===== config.mk =====
export PLATFORM = sky130hd
export DESIGN_NAME = motor_step_ctrl_flat
export DESIGN_NICKNAME = d
export VERILOG_FILES = /design/src/rtl/motor_pkg.sv /design/src/rtl/motor_step_ctrl_if.sv /design/src/rtl/step_timer.sv /design/src/rtl/motor_step_ctrl.sv /design/src/flat_wrapper.sv
export SDC_FILE = /design/constraint.sdc
export NUM_CORES = 1
export LEC_CHECK = 0
export CAP_MARGIN = 20
export CORE_UTILIZATION = 55
export CTS_CLUSTER_SIZE = 24
export DETAILED_ROUTE_END_ITERATION = 10
export PLACE_DENSITY = 0.73
export SLEW_MARGIN = 25
export SYNTH_ARGS = -nofsm -noshare
export SYNTH_HDL_FRONTEND = slang
export SYNTH_SLANG_ARGS = --single-unit

===== constraint.sdc =====
create_clock -name CP -period 5.9 [get_ports CP]
set_input_delay 0.59 -clock CP [delete_from_list [all_inputs] [get_ports CP]]
set_output_delay 0.59 -clock CP [all_outputs]
set_load 0.005 [all_outputs]

===== src/rtl/motor_pkg.sv =====
// Shared definitions for the stepper step-rate generator: state encoding,
// default widths and the shortest legal step period.
package motor_pkg;

  typedef enum logic [2:0] {
    IDLE   = 3'd0,
    ACCEL  = 3'd1,
    CRUISE = 3'd2,
    DECEL  = 3'd3,
    FIN    = 3'd4
  } state_t;

  localparam int DEF_CNT_W = 16;
  localparam int DEF_PER_W = 16;
  localparam int MIN_PER   = 2;

endpackage


===== src/rtl/motor_step_ctrl_if.sv =====
// Host-side command/status bundle of the step-rate generator.
interface motor_step_ctrl_if
  import motor_pkg::*;
#(
  parameter int CNT_W = DEF_CNT_W,
  parameter int PER_W = DEF_PER_W
);
  logic             start;
  logic             abort;
  logic             dir_in;
  logic [CNT_W-1:0] nsteps;
  logic [PER_W-1:0] per_start;
  logic [PER_W-1:0] per_min;
  logic [PER_W-1:0] per_dec;
  logic             step;
  logic             dir_o;
  logic             busy;
  logic             done;
  logic [CNT_W-1:0] rem;

  modport master (
    output start, abort, dir_in, nsteps, per_start, per_min, per_dec,
    input  step, dir_o, busy, done, rem
  );

  modport slave (
    input  start, abort, dir_in, nsteps, per_start, per_min, per_dec,
    output step, dir_o, busy, done, rem
  );
endinterface


===== src/rtl/step_timer.sv =====
// Loadable down-counter; expire is high in the last cycle of a loaded period.
module step_timer #(
  parameter int PER_W = 16
) (
  input  logic             clk,
  input  logic             rst_n,
  input  logic             load,
  input  logic             clr,
  input  logic [PER_W-1:0] load_val,
  output logic             expire
);
  logic [PER_W-1:0] cnt;

  always_ff @(posedge clk or negedge rst_n) begin
    if (!rst_n)          cnt <= '0;
    else if (clr)        cnt <= '0;
    else if (load)       cnt <= load_val;
    else if (cnt != '0)  cnt <= cnt - 1'b1;
  end

  // A load of P makes expire rise P-1 edges later, so the step lands P edges out.
  assign expire = (cnt == PER_W'(1));
endmodule


===== src/rtl/motor_step_ctrl.sv =====
// Trapezoidal step-rate generator: issues one-cycle step strobes whose spacing
// ramps from per_start down to per_min and back, with busy/done to the host.
module motor_step_ctrl
  import motor_pkg::*;
#(
  parameter int CNT_W = DEF_CNT_W,
  parameter int PER_W = DEF_PER_W
) (
  input logic              CP,
  input logic              CR,
  motor_step_ctrl_if.slave bus
);
  typedef struct packed {
    logic [PER_W-1:0] ps;
    logic [PER_W-1:0] pm;
    logic [PER_W-1:0] pd;
  } prof_t;

  state_t           state, state_n;
  prof_t            prof_q, prof_n;
  logic [PER_W-1:0] cur_per, cur_n, tmr_val, per_up, per_dn;
  logic [PER_W:0]   sum_up;
  logic [CNT_W-1:0] acc_cnt, acc_n, rem_q, rem_n, r;
  logic             dir_q, dir_n, busy_q, busy_n, done_q, done_n, step_q, step_n;
  logic             tmr_load, tmr_clr, expire;

  function automatic logic [PER_W-1:0] floor2(input logic [PER_W-1:0] p);
    return (p < PER_W'(MIN_PER)) ? PER_W'(MIN_PER) : p;
  endfunction

  step_timer #(.PER_W(PER_W)) u_tmr (
    .clk(CP), .rst_n(CR), .load(tmr_load), .clr(tmr_clr),
    .load_val(tmr_val), .expire(expire)
  );

  // Saturating ramp arithmetic; the add is one bit wider so it cannot wrap.
  assign sum_up = {1'b0, cur_per} + {1'b0, prof_q.pd};
  assign per_up = floor2((sum_up > {1'b0, prof_q.ps}) ? prof_q.ps : sum_up[PER_W-1:0]);
  assign per_dn = floor2((cur_per > prof_q.pm && (cur_per - prof_q.pm) > prof_q.pd)
                         ? cur_per - prof_q.pd : prof_q.pm);
  assign r      = rem_q - 1'b1;

  always_ff @(posedge CP or negedge CR) begin
    if (!CR) begin
      state   <= IDLE;
      prof_q  <= '0;
      cur_per <= '0;
      acc_cnt <= '0;
      rem_q   <= '0;
      dir_q   <= 1'b0;
      busy_q  <= 1'b0;
      done_q  <= 1'b0;
      step_q  <= 1'b0;
    end else begin
      state   <= state_n;
      prof_q  <= prof_n;
      cur_per <= cur_n;
      acc_cnt <= acc_n;
      rem_q   <= rem_n;
      dir_q   <= dir_n;
      busy_q  <= busy_n;
      done_q  <= done_n;
      step_q  <= step_n;
    end
  end

  always_comb begin
    state_n  = state;
    prof_n   = prof_q;
    cur_n    = cur_per;
    acc_n    = acc_cnt;
    rem_n    = rem_q;
    dir_n    = dir_q;
    busy_n   = busy_q;
    done_n   = 1'b0;
    step_n   = 1'b0;
    tmr_load = 1'b0;
    tmr_clr  = 1'b0;
    tmr_val  = cur_per;
    if (state != IDLE && bus.abort) begin
      state_n = IDLE;
      busy_n  = 1'b0;
      rem_n   = '0;
      acc_n   = '0;
      tmr_clr = 1'b1;
    end else begin
      case (state)
        IDLE: if (bus.start && bus.nsteps != '0) begin
          prof_n   = '{ps: bus.per_start, pm: bus.per_min, pd: bus.per_dec};
          cur_n    = floor2((bus.per_start > bus.per_min) ? bus.per_start : bus.per_min);
          rem_n    = bus.nsteps;
          dir_n    = bus.dir_in;
          busy_n   = 1'b1;
          acc_n    = '0;
          tmr_load = 1'b1;
          tmr_val  = cur_n;
          state_n  = (bus.per_dec == '0 || bus.per_start <= bus.per_min) ? CRUISE : ACCEL;
        end
        ACCEL, CRUISE, DECEL: if (expire) begin
          step_n = 1'b1;
          rem_n  = r;
          if (r == '0) begin
            state_n = FIN;
            tmr_clr = 1'b1;
          end else begin
            // Decel test first: short moves fold straight from ACCEL into DECEL.
            if (r <= acc_cnt && state != DECEL) begin
              state_n = DECEL;
              cur_n   = per_up;
            end else if (state == DECEL) begin
              cur_n = per_up;
            end else if (state == ACCEL) begin
              cur_n = per_dn;
              acc_n = acc_cnt + 1'b1;
              if (per_dn == prof_q.pm) state_n = CRUISE;
            end
            tmr_load = 1'b1;
            tmr_val  = cur_n;
          end
        end
        FIN: begin
          done_n  = 1'b1;
          busy_n  = 1'b0;
          acc_n   = '0;
          state_n = IDLE;
        end
        default: state_n = IDLE;
      endcase
    end
  end

  assign bus.step  = step_q;
  assign bus.dir_o = dir_q;
  assign bus.busy  = busy_q;
  assign bus.done  = done_q;
  assign bus.rem   = rem_q;
endmodule


===== src/flat_wrapper.sv =====
// flat-port wrapper written by rule: the top's interface ports become plain ports
module motor_step_ctrl_flat import motor_pkg::*;
#(
  parameter int CNT_W = DEF_CNT_W,
  parameter int PER_W = DEF_PER_W
)
  (CP, CR, bus_start, bus_abort, bus_dir_in, bus_nsteps, bus_per_start, bus_per_min, bus_per_dec, bus_step, bus_dir_o, bus_busy, bus_done, bus_rem);
  motor_step_ctrl_if #(.CNT_W(CNT_W), .PER_W(PER_W)) bus_i ();
  input logic CP;
  input logic CR;
  input wire logic [$bits(bus_i.start)-1:0] bus_start;
  input wire logic [$bits(bus_i.abort)-1:0] bus_abort;
  input wire logic [$bits(bus_i.dir_in)-1:0] bus_dir_in;
  input wire logic [$bits(bus_i.nsteps)-1:0] bus_nsteps;
  input wire logic [$bits(bus_i.per_start)-1:0] bus_per_start;
  input wire logic [$bits(bus_i.per_min)-1:0] bus_per_min;
  input wire logic [$bits(bus_i.per_dec)-1:0] bus_per_dec;
  output wire logic [$bits(bus_i.step)-1:0] bus_step;
  output wire logic [$bits(bus_i.dir_o)-1:0] bus_dir_o;
  output wire logic [$bits(bus_i.busy)-1:0] bus_busy;
  output wire logic [$bits(bus_i.done)-1:0] bus_done;
  output wire logic [$bits(bus_i.rem)-1:0] bus_rem;
  assign bus_i.start = bus_start;
  assign bus_i.abort = bus_abort;
  assign bus_i.dir_in = bus_dir_in;
  assign bus_i.nsteps = bus_nsteps;
  assign bus_i.per_start = bus_per_start;
  assign bus_i.per_min = bus_per_min;
  assign bus_i.per_dec = bus_per_dec;
  assign bus_step = bus_i.step;
  assign bus_dir_o = bus_i.dir_o;
  assign bus_busy = bus_i.busy;
  assign bus_done = bus_i.done;
  assign bus_rem = bus_i.rem;
  motor_step_ctrl #(.CNT_W(CNT_W), .PER_W(PER_W)) u_core (.CP(CP), .CR(CR), .bus(bus_i));
endmodule

==> results.toml, run 1 <==
[run_status]
status = "finished, final reports clean"

[routing]
drt_wl_total_um = 42130
drc = 0
ant_nets = 0
first_pass_iters = 5
drt_iter0_markers = 1473
vias_per_cell = 6.477
num_vias = 11960
wl_per_cell_um = 22.82

[sta]
min_period_ns = 5.602
timing.setup.tns_ns = 0
min_period_over_period = 0.9496
hold_violations = 0
slew_violations = 0
worst_pin_slew_ns = 0.9909
fin_skew_ns = 0.01154
max_slew_margin = 0.3381
max_freq_mhz = 178.5
setup_viol = 0

[floorplanning]
die_h_um = 147.0
core_um2 = 20430
initial_core_util = 0.5659
ioPinCount = 89
rows = 52
die-area_um2 = 21600
fp.dieW_um = 147.0

[global_route]
grt_max_degree = 99
gr-total-overflow = 0
track_usage = 0.3969
antenna_found_initial = 0
first_global_vias = 11160
grt_pass1_wl_um = 65430

[yosys]
ys.flop_type = "dfrtp_1"
ys_ff_latch = 119
ys_types = 90
synth_area_um2 = 11560
ys_warn_count = 0
syn_avg_cell_area_um2 = 7.744
synthTopCellsByArea = "dfrtp_1, ha_1, nand2_1, o21ai_0, a21oi_1"
async_flop_share = 1.000
synth_edf_count = 0
post-synth-top-area-cell = "dfrtp_1"
syn_nets = 1681
synth_cells = 1493
synth_top_area_frac = 0.2576
ys_seq_area_frac = 0.2576

[flow_run]
maxCapViolCount = 0

[setup_path]
path_max_fanout = 4
crit_required_ns = 6.21
cp_cell_sequence = "inv_1 > ha_1 > nor2b_1 > o21ai_0 > a21boi_0 > o21ai_1 > a21oi_1 > a41o_1 > o41a_1 > a211o_1 > a21oi_1 > xnor2_1 > ha_1 > nand4_1 > nor4_2 > a2111oi_0 > a221o_1 > or3_1 > o41a_1 > o21a_1 > o31a_1 > a22o_1"
end_kind = "register"
start_kind = "register"
critPathMaxStageDelay_ns = 0.43
criticalPathCategory = "reg -> reg"
crit_arrival_ns = 5.91
slowest_stage = "a221o_1"

[clock_tree]
cts_tree = "yes"
clock_latency_ns = 0.43
clkTransAtPathRegs_ns = 0.06
clock_path_buffers = 2
htree_levels = 4
root_buffer = "clkbuf_16"
cts.sinks = 119
cts_buffers = 17

[finish]
nNetsFinal = 1751
n_antenna_cell = 0
utilization = 0.6535
fin_area_um2 = 13350
finalNonFillerCells = 1846
syn_to_final_growth_pct = 15.48
drive_gt1_frac = 0.06028

[placement]
dp_cells = 1813
place_hpwl_um = 33070
gp_congestion = 1.023
io_buffers = 88
place_area_um2 = 12710

[worst_hold_path]
hp-class = "in -> async"
==> registers in the layout, summed over array words and instances, names as in the netlist, 3 cells and up <==
signal / cells
u_core.state: 3
u_core.cur_per: 16
u_core.u_tmr.cnt: 16
u_core.prof_q: 48
u_core.bus.rem: 16
u_core.acc_cnt: 16
==> layer usage <==
metal / vias up / part of all wire / global-route usage
li1: 5542 / - / -
met2: 636 / 0.44 / 0.6024
met5: - / 0 / 0
met1: 5697 / 0.43 / 0.5619
met3: 82 / 0.098 / 0.07547
met4: 0 / 0.033 / 0.1418
==> timing repair <==
item / in CTS / in global routing
gates resized for setup: 0 / 2
endpoints found under the hold margin: 0 / 0
hold buffers: 0 / 0
setup buffers: 0 / 1
endpoints found under the setup margin: 0 / 13
==> critical path: cells and delay by family, from the launching register on <==
kind / cells / cell delay, ns
XOR/XNOR: 1 / 0.09
buffers and inverters: 1 / 0.08
flip-flops: 1 / 0.40
AND/OR/NAND/NOR: 4 / 0.91
AO/OA/AOI/OAI: 14 / 3.44
adder cells (fa/ha/maj): 2 / 0.57
==> placed cells by master (no fill, tap or decap), drive strengths merged, types with 19 or more instances in the layout <==
cell | Yosys | routed
nor4 | 46 | 46
dfrtp | 119 | 119
buf | 10 | 22
o21ai | 126 | 126
nand4 | 25 | 25
nand2b | 22 | 22
xnor2 | 64 | 64
clkbuf | 48 | 21
inv | 123 | 123
clkdlybuf4s50 | 0 | 87
nor2 | 122 | 122
a211oi | 19 | 19
ha | 116 | 116
a21oi | 117 | 117
nand3 | 27 | 27
nand2 | 180 | 180
nor3 | 42 | 42
==> logic make-up after synthesis <==
logic type	share of synthesized area
DFF	0.2576
adders and majority gates	0.1307
muxes	0.02056
xor gates and xnor gates	0.06299
and+or+nand+nor	0.2269
AOI/OAI and AO/OA	0.2404
buffers and inverters	0.06082
==> area by class of cell <==
| class | count | area, um^2 |
|---|---|---|
| inverter | 124 | 465.4 |
| timing repair buffer | 109 | 1040 |
| multi-input combinational | 1192 | 7920 |
| clock inverter | 11 | 148.9 |
| sequential | 119 | 2978 |
| clock buffer | 21 | 460.4 |
| fill | 1835 | 7079 |
| tap | 270 | 337.8 |
==> per-stage QoR <==
step,worst slack [ns],hold WS [ns]
floorplan,0.4785,0.2944
global placement,0.2838,0.4603
detailed placement,0.1610,0.4745
CTS,0.1267,0.1996
global route,-0.08436,0.2178
finish,0.2976,0.1793
==> synthesized netlist by cell type, types with 5 or more instances <==
| master | count |
|---|---|
| o22ai_1 | 10 |
| xor2_1 | 14 |
| o31ai_1 | 12 |
| or2_2 | 8 |
| or3_1 | 17 |
| o221ai_1 | 5 |
| nand4_1 | 25 |
| a21boi_0 | 6 |
| dfrtp_1 | 119 |
| inv_1 | 122 |
| nand2_1 | 180 |
| o21ai_0 | 118 |
| o211ai_1 | 18 |
| nor4_1 | 42 |
| a31oi_1 | 17 |
| nor3_1 | 40 |
| ha_1 | 116 |
| nand2b_1 | 22 |
| o21a_1 | 17 |
| o21ai_1 | 7 |
| a211oi_1 | 17 |
| a21oi_1 | 116 |
| or4_1 | 11 |
| nor3b_1 | 5 |
| nor2_1 | 120 |
| xnor2_1 | 64 |
| a21o_1 | 14 |
| nor2b_1 | 15 |
| a2111oi_0 | 5 |
| nand3_1 | 27 |
| mux2i_1 | 17 |
| clkbuf_1 | 48 |
| o31a_1 | 6 |
| a211o_1 | 6 |
| mux2_2 | 5 |
| o21bai_1 | 7 |
==> worst paths after layout <==
kind | startpoint | end | slack, ns | cells past startpoint
setup / recovery | u_core.prof_q[17] | u_core.u_tmr.cnt[0] | 0.30 | 22
min in group CP | u_core.bus.dir_o | u_core.bus.dir_o | 0.50 | 2
hold reg to reg | u_core.bus.dir_o | u_core.bus.dir_o | 0.50 | 2
setup reg to reg | u_core.prof_q[17] | u_core.u_tmr.cnt[0] | 0.30 | 22
max in group asynchronous | CR | u_core.prof_q[16] | 4.55 | 2
hold / removal | CR | u_core.bus.dir_o | 0.18 | 1
Power of run 1 is left out: the tool's default activity adds up to more than one toggle a clock period on the data nets, which glitch-free logic cannot reach.
==> inputs of run 2 (changes only) <==
--- a/config.mk
+++ b/config.mk
@@ -7,8 +7,11 @@
 export LEC_CHECK = 0
 export CAP_MARGIN = 20
 export CORE_UTILIZATION = 55
+export CTS_BUF_LIST = sky130_fd_sc_hd__clkbuf_8
 export CTS_CLUSTER_SIZE = 24
 export DETAILED_ROUTE_END_ITERATION = 10
+export GPL_ROUTABILITY_DRIVEN = 0
+export HOLD_SLACK_MARGIN = 0.1
 export PLACE_DENSITY = 0.73
 export SLEW_MARGIN = 25
 export SYNTH_ARGS = -nofsm -noshare
==> results.toml, run 2 (synthesized netlist as in run 1, its figures left out) <==
[sta]
rsz0062_at_grt = "false"
min_period_ns = 5.554
slew_violations = 0
worst_slack_ns = 0.3455
min_period_over_period = 0.9414
max_freq_mhz = 180.0
max_slew_margin = 0.3162
hold_violations = 0
setup_viol = 0
timing.setup.tns_ns = 0
fin_skew_ns = 0.01952
worst_pin_slew_ns = 1.026

[routing]
first_pass_iters = 6
vias_per_cell = 6.483
drt_iter0_markers = 1256
drt_wl_total_um = 39580
num_vias = 11950
wl_per_cell_um = 21.48
drc = 0
ant_nets = 0

[setup_path]
path_max_fanout = 30
critPathTopFamily = "compound AO/OA/AOI/OAI gates"
crit_required_ns = 6.17
crit_arrival_ns = 5.83
criticalPathCategory = "reg -> reg"
start_kind = "register"
worst_path_most_repeated_cell = "ha_1"
cp_cell_sequence = "ha_1 > fa_1 > nor2b_1 > o221ai_1 > mux2_1 > a2111oi_2 > ha_1 > a211oi_1 > nor2_1 > a2111oi_0 > o31ai_1 > a211oi_2 > buf_4 > o21ai_1 > or3b_1 > a31oi_1 > o21ai_0"
crit_buf_inv = 1
critPathMaxStageDelay_ns = 0.49
end_kind = "register"
slowest_stage = "a2111oi_2"

[finish]
n_antenna_cell = 0
fill_cells = 1803
syn_to_final_growth_pct = 14.25
regMostFlops = "u_core.prof_q"
largest_reg_flops = 48
utilization = 0.6466
most-common-layout-cells = "nand2_1, inv_1, nor2_1"
finalNonFillerCells = 1843
nNetsFinal = 1748
drive_gt1_frac = 0.05912
final_common_cell = "nand2_1"

[floorplanning]
initial_core_util = 0.5659
die-area_um2 = 21600
rows = 52
fp.dieW_um = 147.0
die_h_um = 147.0
core_um2 = 20430
ioPinCount = 89

[clock_tree]
htree_levels = 4
holdBufCountCts = 0
cts_resized = 0
clock_path_buffers = 2
postCtsSetupBuffers = 0
root_buffer = "clkbuf_8"
clkTransAtPathRegs_ns = 0.09
clock_latency_ns = 0.48
cts_tree = "yes"
cts.sinks = 119
cts_buffers = 17

[worst_hold_path]
hp-class = "in -> async"

[global_route]
antenna_found_initial = 1
first_global_vias = 11130
grt_pass1_wl_um = 62130
gr-total-overflow = 0
grt_max_degree = 99
track_usage = 0.3722

[run_status]
status = "finished, final reports clean"

[placement]
pre_cts_slack_ns = 0.1506
place_hpwl_um = 31020
dp_cells = 1811
io_buffers = 88

[flow_run]
maxCapViolCount = 0
## run 2: path summary, 6_finish.rpt
kind	startpoint	end	slack [ns]	cells after the start
max	u_core.cur_per[0]	u_core.cur_per[1]	0.35	17
min	CR	u_core.bus.dir_o	0.22	1
max reg2reg	u_core.cur_per[0]	u_core.cur_per[1]	0.35	17
min reg2reg	u_core.bus.dir_o	u_core.bus.dir_o	0.51	2
max in group asynchronous	CR	u_core.prof_q[17]	4.39	2
min in group CP	u_core.bus.dir_o	u_core.bus.dir_o	0.51	2
## run 2: final cells by class
cell class | count | area (um^2) | share of cell area
Tap cell | 270 | 337.8 | 0.02558
Clock buffer | 18 | 247.7 | 0.01876
Sequential cell | 119 | 2979 | 0.2255
Clock inverter | 14 | 245.2 | 0.01857
Timing Repair Buffer | 106 | 1013 | 0.07673
Inverter | 124 | 465.4 | 0.03524
Multi-Input combinational cell | 1192 | 7920 | 0.5996
## run 2: layer usage
layer	part of all wire	wire length [um]	track usage	vias to the layer above
met5	0	0	0	-
met4	0.043	1698	0.1696	0
met3	0.10	3979	0.07360	116
met2	0.43	17060	0.5614	663
met1	0.43	16840	0.5140	5650
li1	-	-	-	5520
## run 2: metrics by stage
step / hold slack, ns / area (um^2)
4_1_cts: 0.2565 / 13190
2_1_floorplan: 0.2944 / 11560
3_3_place_gp: 0.4600 / 12690
6_report: 0.2228 / 13210
5_1_grt: 0.2825 / 13210
3_5_place_dp: 0.4779 / 12690
## run 2: worst reg2reg max path: stages (launching register included)
cell and delay, ns:
dfrtp_1 0.43, ha_1 0.25, fa_1 0.41, nor2b_1 0.16
o221ai_1 0.40, mux2_1 0.38, a2111oi_2 0.49, ha_1 0.34
a211oi_1 0.21, nor2_1 0.07, a2111oi_0 0.42, o31ai_1 0.13
a211oi_2 0.26, buf_4 0.32, o21ai_1 0.22, or3b_1 0.46
a31oi_1 0.23, o21ai_0 0.18
Power of run 2 is left out for the same reason.
